==> src/rtl/xctcmsg_pkg.sv <==
// Shared xctcmsg message definitions: bus field widths, meta/message structs and the
// interface-facing send/receive payload types used by buffered_bus_interface.
package xctcmsg_pkg;

    localparam int XCTCMSG_ADDR_W = 32;
    localparam int XCTCMSG_TAG_W  = 32;
    localparam int XCTCMSG_DATA_W = 64;

    typedef struct packed {
        logic [XCTCMSG_ADDR_W-1:0] address;
        logic [XCTCMSG_TAG_W-1:0]  tag;
    } xctcmsg_meta_t;

    typedef struct packed {
        xctcmsg_meta_t             meta;
        logic [XCTCMSG_DATA_W-1:0] data;
    } xctcmsg_message_t;

    typedef xctcmsg_message_t interface_send_data_t;
    typedef xctcmsg_message_t interface_receive_data_t;

    function automatic xctcmsg_message_t xctcmsg_make_message(
        input logic [XCTCMSG_ADDR_W-1:0] address,
        input logic [XCTCMSG_TAG_W-1:0]  tag,
        input logic [XCTCMSG_DATA_W-1:0] data
    );
        xctcmsg_message_t m;
        m.meta.address = address;
        m.meta.tag     = tag;
        m.data         = data;
        return m;
    endfunction

endpackage

==> src/rtl/xctcmsg_fifo.sv <==
// Generic synchronous FIFO of element type T with power-of-two DEPTH, synchronous flush
// and a registered-storage head output (no combinational write-to-head path).
module xctcmsg_fifo #(
    parameter type T     = logic,
    parameter int  DEPTH = 4
) (
    input  logic clk,
    input  logic rst,
    input  logic push_i,
    input  logic pop_i,
    input  logic flush_i,
    input  T     data_i,
    output logic full_o,
    output logic empty_o,
    output T     head_o
);

    localparam int PW = $clog2(DEPTH);
    localparam logic [PW-1:0] PTR_ONE  = PW'(1);
    localparam logic [PW:0]   CNT_ONE  = (PW+1)'(1);
    localparam logic [PW:0]   CNT_FULL = (PW+1)'(DEPTH);

    T              mem_q [DEPTH];
    logic [PW-1:0] wr_ptr_q, wr_ptr_d;
    logic [PW-1:0] rd_ptr_q, rd_ptr_d;
    logic [PW:0]   count_q, count_d;
    logic          do_push;
    logic          do_pop;

    assign full_o  = (count_q == CNT_FULL);
    assign empty_o = (count_q == '0);
    assign head_o  = mem_q[rd_ptr_q];

    // A push into a full FIFO is only legal when the head leaves in the same cycle.
    assign do_pop  = pop_i & ~empty_o;
    assign do_push = push_i & ~flush_i & (~full_o | do_pop);

    always_comb begin
        wr_ptr_d = wr_ptr_q;
        rd_ptr_d = rd_ptr_q;
        count_d  = count_q;
        if (flush_i) begin
            wr_ptr_d = '0;
            rd_ptr_d = '0;
            count_d  = '0;
        end else begin
            if (do_push) begin
                wr_ptr_d = wr_ptr_q + PTR_ONE;
            end
            if (do_pop) begin
                rd_ptr_d = rd_ptr_q + PTR_ONE;
            end
            if (do_push && !do_pop) begin
                count_d = count_q + CNT_ONE;
            end else if (!do_push && do_pop) begin
                count_d = count_q - CNT_ONE;
            end
        end
    end

    always_ff @(posedge clk or posedge rst) begin
        if (rst) begin
            wr_ptr_q <= '0;
            rd_ptr_q <= '0;
            count_q  <= '0;
        end else begin
            wr_ptr_q <= wr_ptr_d;
            rd_ptr_q <= rd_ptr_d;
            count_q  <= count_d;
        end
    end

    // Storage carries no reset; occupancy is governed solely by the pointers above.
    always_ff @(posedge clk) begin
        if (do_push) begin
            mem_q[wr_ptr_q] <= data_i;
        end
    end

endmodule

==> src/rtl/buffered_bus_interface.sv <==
// Buffered bridge between post office/mailbox and the inter-node message bus, with a send
// FIFO and a receive FIFO. Optional send/receive counters are enabled by XCTCMSG_BUS_STATS_EN.
module buffered_bus_interface
    import xctcmsg_pkg::*;
#(
    parameter int SEND_DEPTH = 4,
    parameter int RECV_DEPTH = 4
) (
    input  logic                    clk,
    input  logic                    rst,
    input  logic                    flush,
    input  logic                    postoffice_interface_valid,
    output logic                    interface_postoffice_ready,
    input  interface_send_data_t    postoffice_interface_data,
    output logic                    interface_mailbox_valid,
    input  logic                    mailbox_interface_ready,
    output interface_receive_data_t interface_mailbox_data,
    output logic                    bus_val_o,
    input  logic                    bus_ack_i,
    output logic [31:0]             bus_dst_o,
    output logic [31:0]             bus_tag_o,
    output logic [63:0]             bus_msg_o,
    output logic                    bus_rdy_o,
    input  logic                    bus_val_i,
    input  logic [31:0]             bus_src_i,
    input  logic [31:0]             bus_tag_i,
    input  logic [63:0]             bus_msg_i
`ifdef XCTCMSG_BUS_STATS_EN
    ,
    output logic [31:0]             sent_count_o,
    output logic [31:0]             recv_count_o
`endif
);

    logic                    send_full, send_empty, send_push, send_pop;
    logic                    recv_full, recv_empty, recv_push, recv_pop;
    interface_send_data_t    send_head;
    interface_receive_data_t recv_entry;

    // Send side: a same-cycle bus ack frees a slot, so ready may bypass the full flag.
    assign send_pop                   = bus_val_o & bus_ack_i;
    assign interface_postoffice_ready = ~send_full | send_pop;
    assign send_push                  = postoffice_interface_valid & interface_postoffice_ready;
    assign bus_val_o                  = ~send_empty;
    assign bus_dst_o                  = send_head.meta.address;
    assign bus_tag_o                  = send_head.meta.tag;
    assign bus_msg_o                  = send_head.data;

    xctcmsg_fifo #(
        .T     (interface_send_data_t),
        .DEPTH (SEND_DEPTH)
    ) u_send_fifo (
        .clk     (clk),
        .rst     (rst),
        .push_i  (send_push),
        .pop_i   (send_pop),
        .flush_i (flush),
        .data_i  (postoffice_interface_data),
        .full_o  (send_full),
        .empty_o (send_empty),
        .head_o  (send_head)
    );

    // Receive side mirrors the send side; flush never touches messages already owned here.
    assign interface_mailbox_valid = ~recv_empty;
    assign recv_pop                = interface_mailbox_valid & mailbox_interface_ready;
    assign bus_rdy_o               = ~recv_full | recv_pop;
    assign recv_push               = bus_val_i & bus_rdy_o;
    assign recv_entry              = xctcmsg_make_message(bus_src_i, bus_tag_i, bus_msg_i);

    xctcmsg_fifo #(
        .T     (interface_receive_data_t),
        .DEPTH (RECV_DEPTH)
    ) u_recv_fifo (
        .clk     (clk),
        .rst     (rst),
        .push_i  (recv_push),
        .pop_i   (recv_pop),
        .flush_i (1'b0),
        .data_i  (recv_entry),
        .full_o  (recv_full),
        .empty_o (recv_empty),
        .head_o  (interface_mailbox_data)
    );

`ifdef XCTCMSG_BUS_STATS_EN
    logic [31:0] sent_count_q, sent_count_d;
    logic [31:0] recv_count_q, recv_count_d;

    // A pop acknowledged during a flush still counts as delivered.
    always_comb begin
        sent_count_d = sent_count_q;
        recv_count_d = recv_count_q;
        if (send_pop) begin
            sent_count_d = sent_count_q + 32'd1;
        end
        if (recv_push) begin
            recv_count_d = recv_count_q + 32'd1;
        end
    end

    always_ff @(posedge clk or posedge rst) begin
        if (rst) begin
            sent_count_q <= '0;
            recv_count_q <= '0;
        end else begin
            sent_count_q <= sent_count_d;
            recv_count_q <= recv_count_d;
        end
    end

    assign sent_count_o = sent_count_q;
    assign recv_count_o = recv_count_q;
`endif

endmodule

==> config.mk <==
export PLATFORM = sky130hd
export DESIGN_NAME = buffered_bus_interface
export DESIGN_NICKNAME = d
export VERILOG_FILES = /design/src/rtl/xctcmsg_pkg.sv /design/src/rtl/xctcmsg_fifo.sv /design/src/rtl/buffered_bus_interface.sv
export SDC_FILE = /design/constraint.sdc
export NUM_CORES = 1
export LEC_CHECK = 0
export CORE_UTILIZATION = 49
export DETAILED_ROUTE_END_ITERATION = 7
export GPL_TIMING_DRIVEN = 0
export PLACE_DENSITY = 0.73
export SYNTH_ARGS = -nofsm -noshare
export SYNTH_HDL_FRONTEND = slang
export SYNTH_SLANG_ARGS = --single-unit
==> constraint.sdc <==
create_clock -name clk -period 4.8 [get_ports clk]
set_input_delay 0.48 -clock clk [delete_from_list [all_inputs] [get_ports clk]]
set_output_delay 0.48 -clock clk [all_outputs]
set_load 0.03 [all_outputs]
Word level (Yosys, flattened, before mapping)
Memories as Yosys holds them, arrays and structs flattened.
Cells that the tools add are included.
{"block": "op_classes", "eq_ne": 2, "mux": 13, "bitwise_logic": 18, "reduce_logical": 14, "n_addsub": 8}
{"operator": "$mux W3", "count": 5}
{"operator": "$and A1 B1 Y1", "count": 9}
{"operator": "$add A2 B1 Y2 const B", "count": 4}
{"operator": "$mux W2", "count": 4}
{"operator": "$add A3 B1 Y3 const B", "count": 2}
{"operator": "$eq A3 B3 Y1 const B", "count": 2}
{"operator": "$logic_not A3 Y1", "count": 2}
{"operator": "$reduce_bool A2 Y1", "count": 3}
{"operator": "$sub A3 B1 Y3 const B", "count": 2}
{"operator": "$not A1 Y1", "count": 5}
{"operator": "$logic_and A1 B1 Y1", "count": 4}
{"operator": "$logic_not A1 Y1", "count": 4}
{"operator": "$mux W1", "count": 4}
{"operator": "$or A1 B1 Y1", "count": 4}
{"operator": "$reduce_bool A3 Y1", "count": 1}
{"block": "word_totals", "ram_bits": 1024, "in_bits": 263, "mem_count": 2, "register_bits": 14}
{"name": "u_recv_fifo.mem_q", "words": 4, "width": 128, "rd": 1, "rd_clocked_by_memory_dff": 0, "wr": 1, "line": "xctcmsg_fifo.sv:23", "source": "T mem_q [DEPTH];"}
{"name": "u_send_fifo.mem_q", "words": 4, "width": 128, "rd": 1, "rd_clocked_by_memory_dff": 0, "wr": 1, "line": "xctcmsg_fifo.sv:23"}

Depth between registers and ports, before layout
Gate-level depths: netlist of the first run.
{"block": "depth", "word_depth": 12, "mapped_depth": 9, "depth_no_buf": 8}

Cells and area by module
Synthesis of the first run repeated with hierarchy kept, for this count alone.
{"block": "unflattened", "hier_cells": 1456, "area_unflattened_um2": 37878.8}
{"mod": "xctcmsg_fifo at u_send_fifo", "seq_area_each_um2": 15549.9, "n_inst": 1, "area_each_um2": 18913.1, "cells_each": 724}
{"mod": "xctcmsg_fifo at u_recv_fifo", "seq_area_each_um2": 15549.9, "n_inst": 1, "area_each_um2": 18889.4, "cells_each": 721}
{"mod": "buffered_bus_interface", "seq_area_each_um2": 0.0, "n_inst": 1, "area_each_um2": 76.3, "cells_each": 11}

Worst setup path before layout of the first run
Ideal clock, no wire load.
{"block": "synth_path", "kind": "input -> register", "startpoint": "in bus_ack_i", "endpoint": "mem u_send_fifo.mem_q[2][0] (netlist name) (enable)", "path_slack_ps": 206, "arrival_ps": 4092, "cell_stages": 4, "path_cell_list": "clkbuf_1 -> nor4b_2 -> nor3_1 -> and2_1"}
{"block": "synth_via", "elab_chain_len": 7}
{"element": "from (decl)", "line": "buffered_bus_interface.sv:19", "source": "input logic bus_ack_i,"}
{"element": "$and A1 B1 Y1 (*)", "line": "buffered_bus_interface.sv:41", "source": "assign send_pop = bus_val_o & bus_ack_i;"}
{"element": "$or A1 B1 Y1", "line": "buffered_bus_interface.sv:42", "source": "assign interface_postoffice_ready = ~send_full | send_pop;"}
{"element": "$and A1 B1 Y1", "line": "buffered_bus_interface.sv:43", "source": "assign send_push = postoffice_interface_valid & interface_postoffice_ready;"}
{"element": "$and A1 B1 Y1", "line": "xctcmsg_fifo.sv:36", "source": "assign do_push = push_i & ~flush_i & (~full_o | do_pop);"}
{"element": "$and A1 B1 Y1 (*)", "line": "xctcmsg_fifo.sv:36"}
{"element": "$mux W1 (*)", "line": "xctcmsg_fifo.sv:75", "source": "if (do_push) begin"}
{"element": "$mux W1 (not written as such) (*)", "line": "xctcmsg_fifo.sv:76", "source": "mem_q[wr_ptr_q] <= data_i;"}
{"element": "to (decl)", "line": "xctcmsg_fifo.sv:23"}
Mark *: on every way between the ends. The rest lies on a longest branch, timed or not.

Final worst setup path of the first run
{"block": "layout_path", "startpoint": "reg u_send_fifo.rd_ptr_q[1]", "endpoint": "out bus_tag_o[20]"}
{"block": "layout_via", "elab_chain_len": 1}
{"element": "from (decl)", "line": "xctcmsg_fifo.sv:25", "source": "logic [PW-1:0] rd_ptr_q, rd_ptr_d;"}
{"element": "from (signal assigned)", "line": "xctcmsg_fifo.sv:68", "source": "rd_ptr_q <= rd_ptr_d;"}
{"element": "$mem_v2 Z4 W128"}
{"element": "to (decl)", "line": "buffered_bus_interface.sv:21", "source": "output logic [31:0] bus_tag_o,"}
No other way between the ends.

==> results of run 1 <==
==> cells by family (layout without fill, tap and decap cells) <==
| logic type | after synthesis | after routing |
|---|---|---|
| compound gates | 12 | 12 |
| xor+xnor | 9 | 9 |
| fa+ha+maj | 11 | 11 |
| buf+inv | 73 | 798 |
| flops | 1038 | 1038 |
| mux | 259 | 259 |
| other cells | 0 | 6 |
| simple gates | 32 | 32 |
==> cell type report <==
class                      instances  share of cell area, %
antenna                            6                 0.0311
clock buffer                     125                   5.59
multi-input combinational        323                   13.1
buffer                            63                  0.787
timing repair buffer             535                   11.7
inverter                          10                 0.0777
tap                             1030                   2.67
sequential                      1038                   64.4
clock inverter                    65                   1.66
==> tightest hold or removal path, stage by stage <==
cell and delay (ps):
buf_2 160, nand3_1 110, a21oi_1 70
==> metal layers <==
layer	vias to the layer above	wire length (um)	global-route usage (%)
met4	28	1570	5.27
met3	134	8580	8.80
met1	9220	30700	26.0
met5	-	185	0
li1	7512	-	-
met2	601	41400	34.7
==> worst max-delay path by stage <==
stage,from,end,slack [ps],depth (start not counted)
after floorplan,bus_ack_i,u_send_fifo.mem_q[2][0]$_DFFE_PP_,210,4
after global placement,bus_ack_i,u_send_fifo.mem_q[0][101]$_DFFE_PP_,-2470,4
after detailed placement,bus_ack_i,u_send_fifo.mem_q[1][54]$_DFFE_PP_,1550,6
after CTS,u_send_fifo.rd_ptr_q[1]$_DFFE_PP0P_,bus_tag_o[20],940,4
after global routing,u_send_fifo.rd_ptr_q[1]$_DFFE_PP0P_,bus_tag_o[19],840,4
final,u_send_fifo.rd_ptr_q[1]$_DFFE_PP0P_,bus_tag_o[20],1050,4
==> registers in the layout, indices dropped and copies added, names as in the netlist <==
name,flops
u_recv_fifo.count_q,3
u_send_fifo.rd_ptr_q,2
u_send_fifo.count_q,3
u_send_fifo.wr_ptr_q,2
u_recv_fifo.mem_q,512
u_send_fifo.mem_q,512
u_recv_fifo.wr_ptr_q,2
u_recv_fifo.rd_ptr_q,2
==> report_power, final <==
part	leakage [nW]	total, mW	switching (mW)	internal [mW]
Clock	1.71	8.20	3.40	4.80
Combinational	4.21	9.95	5.65	4.31
Sequential	9.52	11.4	0.245	11.1
==> synthesized netlist by cell type, types with 2 or more instances <==
library cell	n	area share [%]
edfxtp_1	1024	81
mux4_2	256	15
buf_1	18	0.18
buf_2	15	0.20
dfrtp_1	14	0.93
buf_4	11	0.22
buf_6	11	0.33
inv_1	10	0.099
nor2_1	10	0.099
ha_1	9	0.30
clkbuf_1	7	0.069
and2_1	5	0.083
and3_1	4	0.066
xnor2_1	4	0.093
xor2_1	4	0.093
mux2_2	3	0.089
nand3_1	3	0.040
or3_1	3	0.050
fa_1	2	0.11
==> per-stage QoR <==
stage | instance area [um^2] | worst slack [ps]
2_1_floorplan | 37800 | 206
3_3_place_gp | 44300 | -2470
3_5_place_dp | 44800 | 1550
4_1_cts | 48300 | 942
5_1_grt | 48300 | 844
6_report | 48300 | 1050
==> metrics.md, run 1 <==
| Metric | Value |
|---|---|
| Clock Root Buffer | clkbuf_16 |
| Cell family with most CP delay | buffers and inverters |
| XOR/XNOR Fraction of Synth Area | 0.228% |
| Die area | 78300 um^2 |
| Area of the multi-input gates | 6350 um^2 |
| Post-DRT Antenna Nets | 0 |
| Antenna violations before repair | 21 |
| Top FF cell, synth | edfxtp_1 |
| Vias in the first global route | 18800 |
| Worst relative slew slack | 45.0% |
| Initial Utilization | 49.6% |
| Fin Setup TNS | 0 ps |
| Hold Path Stages | 3 |
| Post-CTS Setup Bufs | 0 |
| Simple-Gate Fraction of Synth Area | 0.486% |
| Startpoint types | register |
| DRC | 0 |
| Row count | 101 |
| Filler cells | 4959 |
| Max incr delay on CP | 810 ps |
| Multiplexer share of the synthesized area | 15.3% |
| Setup violators final | 0 |
| Worst slew pin tran | 825 ps |
| LEAKAGE | 15.4 nW |
| Fraction of registers with async set/reset | 1.35% |
| Ports | 523 |
| Critical path fanouts, max | 10 |
| Initial DRC Count | 1078 |
| Commonest non-fill, non-tap cell in the layout | edfxtp_1 |
| Gpl congestion | 0.774 |
| Core area | 76200 um^2 |
| PwrDens | 611 nW/um^2 |
| CTS tree | yes |
| Worst r2r src | u_send_fifo.count_q[2]$_DFFE_PP0P_ |
| Period utilization | 78.0% |
| Layout Cells excl Fill | 3195 |
| Fmax | 0.267 GHz |
| Largest net degree at the start of global routing | 58 |
| Crit path time final | 3750 ps |
| Crit path DAT | 3270 ps |
| Average cell area after synthesis | 26.4 um^2 |
| Vias/cell | 5.48 |
| Placed insts | 2999 |
| RSZ-0062 raised after global routing | false |
| Worst IR drop on VDD | 0.446 mV |
| Dpl hpwl | 53900 um |
| Post-layout util | 63.4% |
| Worst r2r dst | u_send_fifo.mem_q[2][80]$_DFFE_PP_ |
| Min-Delay Path Class | in2reg |
| Synth Warn # | 0 |
| Largest family of logic cells by synthesized area | multiplexers |
| Num Clock Sinks | 1038 |
| Status | finished, final reports clean |
| Adder-Cell Fraction of Synth Area | 0.403% |
| Slew Limit Fails | 0 |
| Syn nets | 1708 |
| R2R Setup Slk | 1680 ps |
| Overall Global Routing Usage | 21.1% |
| Register bit total from synthesis | 1038 |
| Bufs on Longest Clock Path | 3 |
| CP bufs+invs | 3 |
| Die Ht | 280 um |
| Hold Violations, Final | 0 |
| DR WL/cell | 25.8 um |
| Max-cap violation count | 0 |
| Post-synth EDFFs | 1024 |
| Compound-Gate Fraction of Synth Area | 0.248% |
| Tot Pwr | 29.5 mW |
| CP endpoint kind | output pin |
| Reg area | 31100 um^2 |
| Post-CTS resize count | 0 |
| Num CTS Buffers | 104 |
| Via Count | 17500 |
| Nets | 2349 |
| DR pass1 iterations | 4 |
| Register area share after synthesis | 82.2% |
| Layout area overhead | 27.7% |
| Hold Slack | 187 ps |
| Worst skew pair latency | 660 ps |
| First-pass GRT wire length | 121000 um |
| Synthesized area | 37800 um^2 |
| Worst hold start | postoffice_interface_valid |
| CP Cell Sequence | buf_2, buf_1, mux4_2, clkdlybuf4s50_1 |
| Most frequent cells in the layout | edfxtp_1 (1024), clkdlybuf4s50_1 (519), mux4_2 (256) |
| Syn Inst Count | 1434 |
| Crit Path Category | reg2out |
| WL final | 82400 um |
| Depth of the most critical reg-to-reg path | 6 |
| Hold endpoint | u_send_fifo.wr_ptr_q[0]$_DFFE_PP0P_ |
| CTS H-tree lvls | 3 |
| Die W | 280 um |
| Layout cells sized above 1 | 22.1% |
| CTS clk-pin slew, worst paths | 60 ps |
| IO Port Bufs | 519 |
| CP max stage cell | clkdlybuf4s50_1 |
| Gr ovfl total | 0 |
| Critical Path RT | 4320 ps |
| Clk_skew | 54.9 ps |
| Yosys cell types | 40 |
| # hold bufs at CTS | 0 |
No activity file was read; power rests on OpenSTA's default activity.
==> inputs of run 2 (changes only) <==
- clock period: 4.8 -> 3.1 ns (I/O delays scaled with it)
==> run 2 against run 1 <==
Against the previous run: cell area decreased by 0.56%; first-iteration DRC count rose by 13%; worst hold slack worse by 150 ps; non-clock buffer count is 1 higher; global-route usage decreased by 0.72 points; critical endpoint is now interface_mailbox_data[112]; sequential share of layout area grew 0.36 points; largest power group unchanged.
==> metrics.md, run 2 (synthesis gave the netlist of run 1 again) <==
| Metric | Value |
|---|---|
| LEAKAGE | 15.9 nW (+3.2%) |
| Slew Limit Fails | 0 (unchanged) |
| Clock Root Buffer | clkbuf_16 |
| Critical path fanouts, max | 10 (unchanged) |
| CTS H-tree lvls | 3 (unchanged) |
| Largest net degree at the start of global routing | 57 (-1.7%) |
| Worst relative slew slack | 43.3% (-1.7 points) |
| Startpoint types | register |
| Post-DRT Antenna Nets | 0 (unchanged) |
| Row count | 101 (unchanged) |
| CTS clk-pin slew, worst paths | 60 ps (about the same) |
| Fmax | 0.330 GHz |
| Filler cells | 5078 (+2.4%) |
| Overall Global Routing Usage | 20.4% (-0.72 points) |
| DR pass1 iterations | 4 (unchanged) |
| Post-route setup slack | 73.6 ps (-981 ps) |
| Layout cells sized above 1 | 22.4% (+0.23 points) |
| Hold Slack | 38.2 ps (-149 ps) |
| Vias in the first global route | 18600 (-1.1%) |
| Depth of the most critical reg-to-reg path | 6 (unchanged) |
| DRC | 0 (unchanged) |
| Num CTS Buffers | 103 (-0.96%) |
| Commonest non-fill, non-tap cell in the layout | edfxtp_1 |
| First-pass GRT wire length | 117000 um (-2.9%) |
| Gpl congestion | 0.765 (-1.2%) |
| Min-Delay Path Class | in2async |
| Crit path time final | 3030 ps |
| Worst setup path startpoint | u_recv_fifo.rd_ptr_q[0]$_DFFE_PP0N_ |
| Vias/cell | 5.44 (-0.65%) |
| Post-CTS Setup Bufs | 0 (unchanged) |
| Initial Utilization | 49.6% (unchanged) |
| Worst slew pin tran | 851 ps (+26.2 ps) |
| PwrDens | 914 nW/um^2 (+50%) |
| Period utilization | 97.6% |
| CTS tree | yes |
| CP endpoint kind | output pin |
| Ports | 523 (unchanged) |
| Crit path DAT | 2720 ps (-550 ps) |
| Dpl hpwl | 52600 um (-2.5%) |
| Die area | 78300 um^2 (unchanged) |
| Worst r2r src | u_send_fifo.count_q[2]$_DFFE_PP0P_ |
| Layout Cells excl Fill | 3201 (+0.19%) |
| RSZ-0062 raised after global routing | true |
| Die W | 280 um (unchanged) |
| Fin Setup TNS | 0 ps (unchanged) |
| Critical Path RT | 2790 ps (-1530 ps) |
| Status | finished, final reports clean |
| Worst r2r dst | u_send_fifo.mem_q[2][55]$_DFFE_PP_ |
| Core area | 76200 um^2 (unchanged) |
| Bufs on Longest Clock Path | 3 (unchanged) |
| Layout area overhead | 27.0% |
| Clk_skew | 26.2 ps (-28.7 ps) |
| Worst IR drop on VDD | 0.669 mV (+50%) |
| Die Ht | 280 um (unchanged) |
| Crit Path Category | reg2out |
| Via Count | 17400 (-0.46%) |
| DR WL/cell | 24.9 um (-3.6%) |
| Place WS | 196 ps (-1350 ps) |
| Antenna violations before repair | 21 (unchanged) |
| Most frequent cells in the layout | edfxtp_1 (1024), clkdlybuf4s50_1 (312), mux4_2 (256) |
| Placed insts | 2999 (unchanged) |
| Initial DRC Count | 1218 (+13%) |
| Gr ovfl total | 0 (unchanged) |
| R2R Setup Slk | 320 ps (-1360 ps) |
| Hold Violations, Final | 0 (unchanged) |
| Num Clock Sinks | 1038 (unchanged) |
| WL final | 79600 um (-3.4%) |
| IO Port Bufs | 519 (unchanged) |
| Max-cap violation count | 0 (unchanged) |
| Biggest regs | u_recv_fifo.mem_q: 512 flops, u_send_fifo.mem_q: 512 flops |
| Worst skew pair latency | 640 ps (-20 ps) |
| Setup violators final | 0 (unchanged) |
| Nets | 2350 (+0.043%) |
[run 2: changes by cell type in the layout (fill, tap and decap cells not counted), moves of 4 or more]
cell | before | now
clkdlybuf4s50_1 | 519 | 312
buf_4 | 11 | 6
dlymetal6s2s_1 | 0 | 34
buf_1 | 18 | 1
clkbuf_1 | 27 | 40
bufinv_16 | 14 | 6
clkbuf_8 | 0 | 5
buf_16 | 16 | 12
clkinv_1 | 18 | 22
dlygate4sd2_1 | 0 | 172
buf_12 | 0 | 4
clkinv_2 | 21 | 10
buf_6 | 11 | 22
buf_2 | 15 | 26
[run 2: layout make-up]
type / count / area [um^2] / share of cell area, %
inverters: 10 / 37.5 / 0.0781
repair buffers: 536 / 5480 / 11.4
diodes: 7 / 17.5 / 0.0365
clock inverters: 49 / 488 / 1.02
multi-input cells: 324 / 6360 / 13.2
clock buffers: 144 / 2800 / 5.83
flip-flops and latches: 1038 / 31100 / 64.7
well taps: 1030 / 1290 / 2.68
plain buffers: 63 / 460 / 0.959
[run 2: worst max-delay path, cell delays in order, from the launching register on]
cell           delay (ps)
dfrtp_1               330
clkbuf_1              280
buf_6                 270
buf_6                 230
mux4_2                580
dlygate4sd2_1         390
[run 2: repair_timing]
item,4_1_cts,5_1_grt
resized for setup,202,44
pin swaps,0,1
endpoints found under the setup margin,247,147
endpoints found under the hold margin,1,0
cloned,0,1
hold buffers,1,0
[run 2: power by group]
part	switching (mW)	total (mW)	internal, mW
sequential	0.382	17.6	17.2
clock	5.04	11.9	6.84
combinational	8.59	14.4	5.82
[run 2: worst max-delay path by stage]
| stage | slack, ps | cells past startpoint | to |
|---|---|---|---|
| finish | 70 | 5 | interface_mailbox_data[112] |
| global route | -70 | 4 | bus_msg_o[18] |
| CTS | -190 | 5 | bus_msg_o[36] |
| detailed placement | 200 | 6 | u_send_fifo.mem_q[2][92]$_DFFE_PP_ |
| global placement | -1340 | 4 | u_send_fifo.mem_q[0][92]$_DFFE_PP_ |
| floorplan | 50 | 4 | u_send_fifo.mem_q[0][0]$_DFFE_PP_ |
[run 2: metal layers]
metal | share of wire (%) | global-route usage, % | up-vias
met5 | 0.21 | 0 | -
met4 | 1.8 | 5.59 | 26
met3 | 11 | 8.12 | 121
met2 | 51 | 34.0 | 642
met1 | 36 | 24.7 | 9088
li1 | - | - | 7537
[run 2: per-stage QoR]
stage / instance area [um^2] / power [mW] / util, %
floorplan: 37800 / 27.2 / -
global placement: 44300 / 33.2 / 58.2
detailed placement: 44800 / 33.3 / 58.7
CTS: 47900 / 44.4 / 62.9
global route: 48000 / 45.5 / 63.0
finish: 48000 / 43.9 / 63.0
==> inputs of run 3 (changes only) <==
- GPL_TIMING_DRIVEN: 0 -> 1
- SETUP_SLACK_MARGIN: unset -> 0.5
==> run 3 against run 2 <==
Against the previous run: via count grew 3.3%; cell count grew 1.4%; largest power group unchanged; clock skew grew 17 ps; utilization grew 0.66 points; largest cell class unchanged.
==> metrics.md, run 3 (synthesis gave the netlist of run 1 again) <==
| Metric | Value |
|---|---|
| CP endpoint kind | output pin |
| Vias in the first global route | 18800 (+1.5%) |
| Cell family with most CP delay | buffers and inverters |
| Worst IR drop on VDD | 0.677 mV (+1.1%) |
| PwrDens | 942 nW/um^2 (+3.0%) |
| Int Pwr | 31.0 mW (+3.7%) |
| Die W | 280 um (unchanged) |
| Psw | 14.7 mW (+4.9%) |
| Gpl congestion | 0.794 (+3.8%) |
| Bufs on Longest Clock Path | 3 (unchanged) |
| Die Ht | 280 um (unchanged) |
| Sw frac | 32.2% (+0.25 points) |
| CP bufs+invs | 4 (unchanged) |
| CP max stage cell | mux4_2 |
| Dpl hpwl | 52600 um (about the same) |
| Fin Setup TNS | 0 ps (unchanged) |
| Worst relative slew slack | 56.5% (+13 points) |
| Fmax | 0.378 GHz (+14%) |
| R2R Setup Slk | 640 ps (+320 ps) |
| Worst r2r src | u_recv_fifo.count_q[0]$_DFFE_PP0P_ |
| Stages on the worst setup path | 5 (unchanged) |
| Num Clock Sinks | 1038 (unchanged) |
| Crit path time final | 2650 ps (-380 ps) |
| IO Port Bufs | 522 (+0.58%) |
| CP Cell Sequence | buf_12, buf_12, buf_16, mux4_2, buf_6 |
| Row count | 101 (unchanged) |
| First-pass GRT wire length | 121000 um (+2.9%) |
| Biggest regs | u_recv_fifo.mem_q: 512 flops, u_send_fifo.mem_q: 512 flops |
| Via Count | 18000 (+3.3%) |
| DR WL/cell | 26.1 um (+4.9%) |
| Critical Path RT | 2790 ps (about the same) |
| Crit Path Category | reg2out |
| Layout cells sized above 1 | 36.5% (+14 points) |
| Ports | 523 (unchanged) |
| Nets | 2404 (+2.3%) |
| Min-Delay Path Class | in2async |
| Core area | 76200 um^2 (unchanged) |
| RSZ-0062 raised after global routing | true |
| Crit path DAT | 2340 ps (-380 ps) |
| Placed cell area | 44800 um^2 (about the same) |
| LEAKAGE | 16.1 nW (+1.2%) |
| Max incr delay on CP | 570 ps (about the same) |
| Slew Limit Fails | 0 (unchanged) |
| Num CTS Buffers | 102 (-0.97%) |
| Critical path fanouts, max | 7 (-3) |
| Clk_skew | 42.9 ps (+16.7 ps) |
| Startpoint types | register |
| Hold Violations, Final | 0 (unchanged) |
| Period utilization | 85.4% (-12 points) |
| WL final | 84600 um (+6.4%) |
| DRC | 0 (unchanged) |
| CTS H-tree lvls | 3 (unchanged) |
| Antenna violations before repair | 19 (-9.5%) |
| CTS tree | yes |
| DR pass1 iterations | 6 (+2) |
| Initial DRC Count | 1461 (+20%) |
| # hold bufs at CTS | 0 (-1) |
| Flop pwr share | 38.7% (-1.4 points) |
| Overall Global Routing Usage | 21.0% (+0.62 points) |
| Max-cap violation count | 0 (unchanged) |
| Place WS | 379 ps (+183 ps) |
| Status | finished, final reports clean |
| Initial Utilization | 49.6% (unchanged) |
| Die area | 78300 um^2 (unchanged) |
| Depth of the most critical reg-to-reg path | 6 (unchanged) |
| Largest net degree at the start of global routing | 52 (-8.8%) |
| Vias/cell | 5.54 (+1.8%) |
| Post-DRT Antenna Nets | 0 (unchanged) |
| Logic pwr share | 35.5% (+2.7 points) |
| Worst skew pair latency | 670 ps (+30 ps) |
| Post-route setup slack | 454 ps (+380 ps) |
| Clock share of power | 25.9% (-1.2 points) |
| Worst r2r dst | u_recv_fifo.count_q[1]$_DFFE_PP0P_ |
| Worst slew pin tran | 651 ps (-200 ps) |
| CP most frequent cell | buf_12 |
| Setup violators final | 0 (unchanged) |
| Commonest non-fill, non-tap cell in the layout | edfxtp_1 |
| Layout area overhead | 28.3% |
| Most frequent cells in the layout | edfxtp_1 (1024), clkdlybuf4s50_1 (264), mux4_2 (256) |
| Clock Root Buffer | clkbuf_16 |
| Post-layout instance area | 48500 um^2 (+1.0%) |
| Gr ovfl total | 0 (unchanged) |
| CTS clk-pin slew, worst paths | 60 ps (about the same) |
## run 3: timing repair
item	in CTS	in global routing
gates cloned	6	13
pin swaps	0	0
setup endpoints to repair	257	242
setup buffers	20	29
resized for setup	685	701
## run 3: area by class of cell
class / instances / area (um^2)
tap: 1030 / 1290
clock inverter: 57 / 562
antenna: 6 / 15.0
multi-input combinational: 323 / 6350
inverter: 10 / 37.5
timing repair buffer: 655 / 6500
clock buffer: 128 / 2670
fill: 4974 / 27700
sequential: 1038 / 31100
## run 3: per-layer routing
layer	track usage (%)	wire, um
met1	25.8	31200
met2	35.2	43500
met3	7.36	7690
met4	6.11	2080
met5	0	172
## run 3: how the worst max path moves through the flow
stage,startpoint,end,slack [ps]
2_1_floorplan,u_send_fifo.count_q[2]$_DFFE_PP0P_,u_send_fifo.mem_q[0][0]$_DFFE_PP_,50
5_1_grt,u_send_fifo.rd_ptr_q[0]$_DFFE_PP0P_,bus_msg_o[56],370
4_1_cts,u_send_fifo.rd_ptr_q[0]$_DFFE_PP0P_,bus_msg_o[57],300
3_5_place_dp,mailbox_interface_ready,u_recv_fifo.count_q[1]$_DFFE_PP0P_,380
6_report,u_recv_fifo.rd_ptr_q[0]$_DFFE_PP0N_,interface_mailbox_data[121],450
3_3_place_gp,mailbox_interface_ready,u_recv_fifo.count_q[1]$_DFFE_PP0P_,390
## run 3: stage by stage
stage / hold slack [ps] / total power, mW / utilization, % / instances
after detailed placement: 482 / 33.3 / 58.8 / 2988
final: 64.3 / 45.7 / 63.7 / 3247
after global placement: 470 / 33.1 / 58.8 / 2988
after floorplan: 199 / 27.2 / - / 1434
after CTS: 27.7 / 44.8 / 63.1 / 3199
after global routing: 101 / 47.3 / 63.7 / 3244
## run 3: worst register-to-register path: cells and delay by family, from the launching register on
kind | cells | cell delay [ps]
and+or+nand+nor | 2 | 940
adders and majority gates | 2 | 640
DFF | 1 | 430
muxes | 1 | 270
buffers and inverters | 1 | 80
## run 3: power groups by stage
stage / Sequential [mW] / Combinational [mW] / Clock (mW)
2_1_floorplan: 17.8 / 9.37 / 0
3_3_place_gp: 18.0 / 15.2 / 0
3_5_place_dp: 18.1 / 15.2 / 0
4_1_cts: 17.7 / 15.1 / 12.0
5_1_grt: 17.8 / 17.0 / 12.6
6_report: 17.7 / 16.2 / 11.8
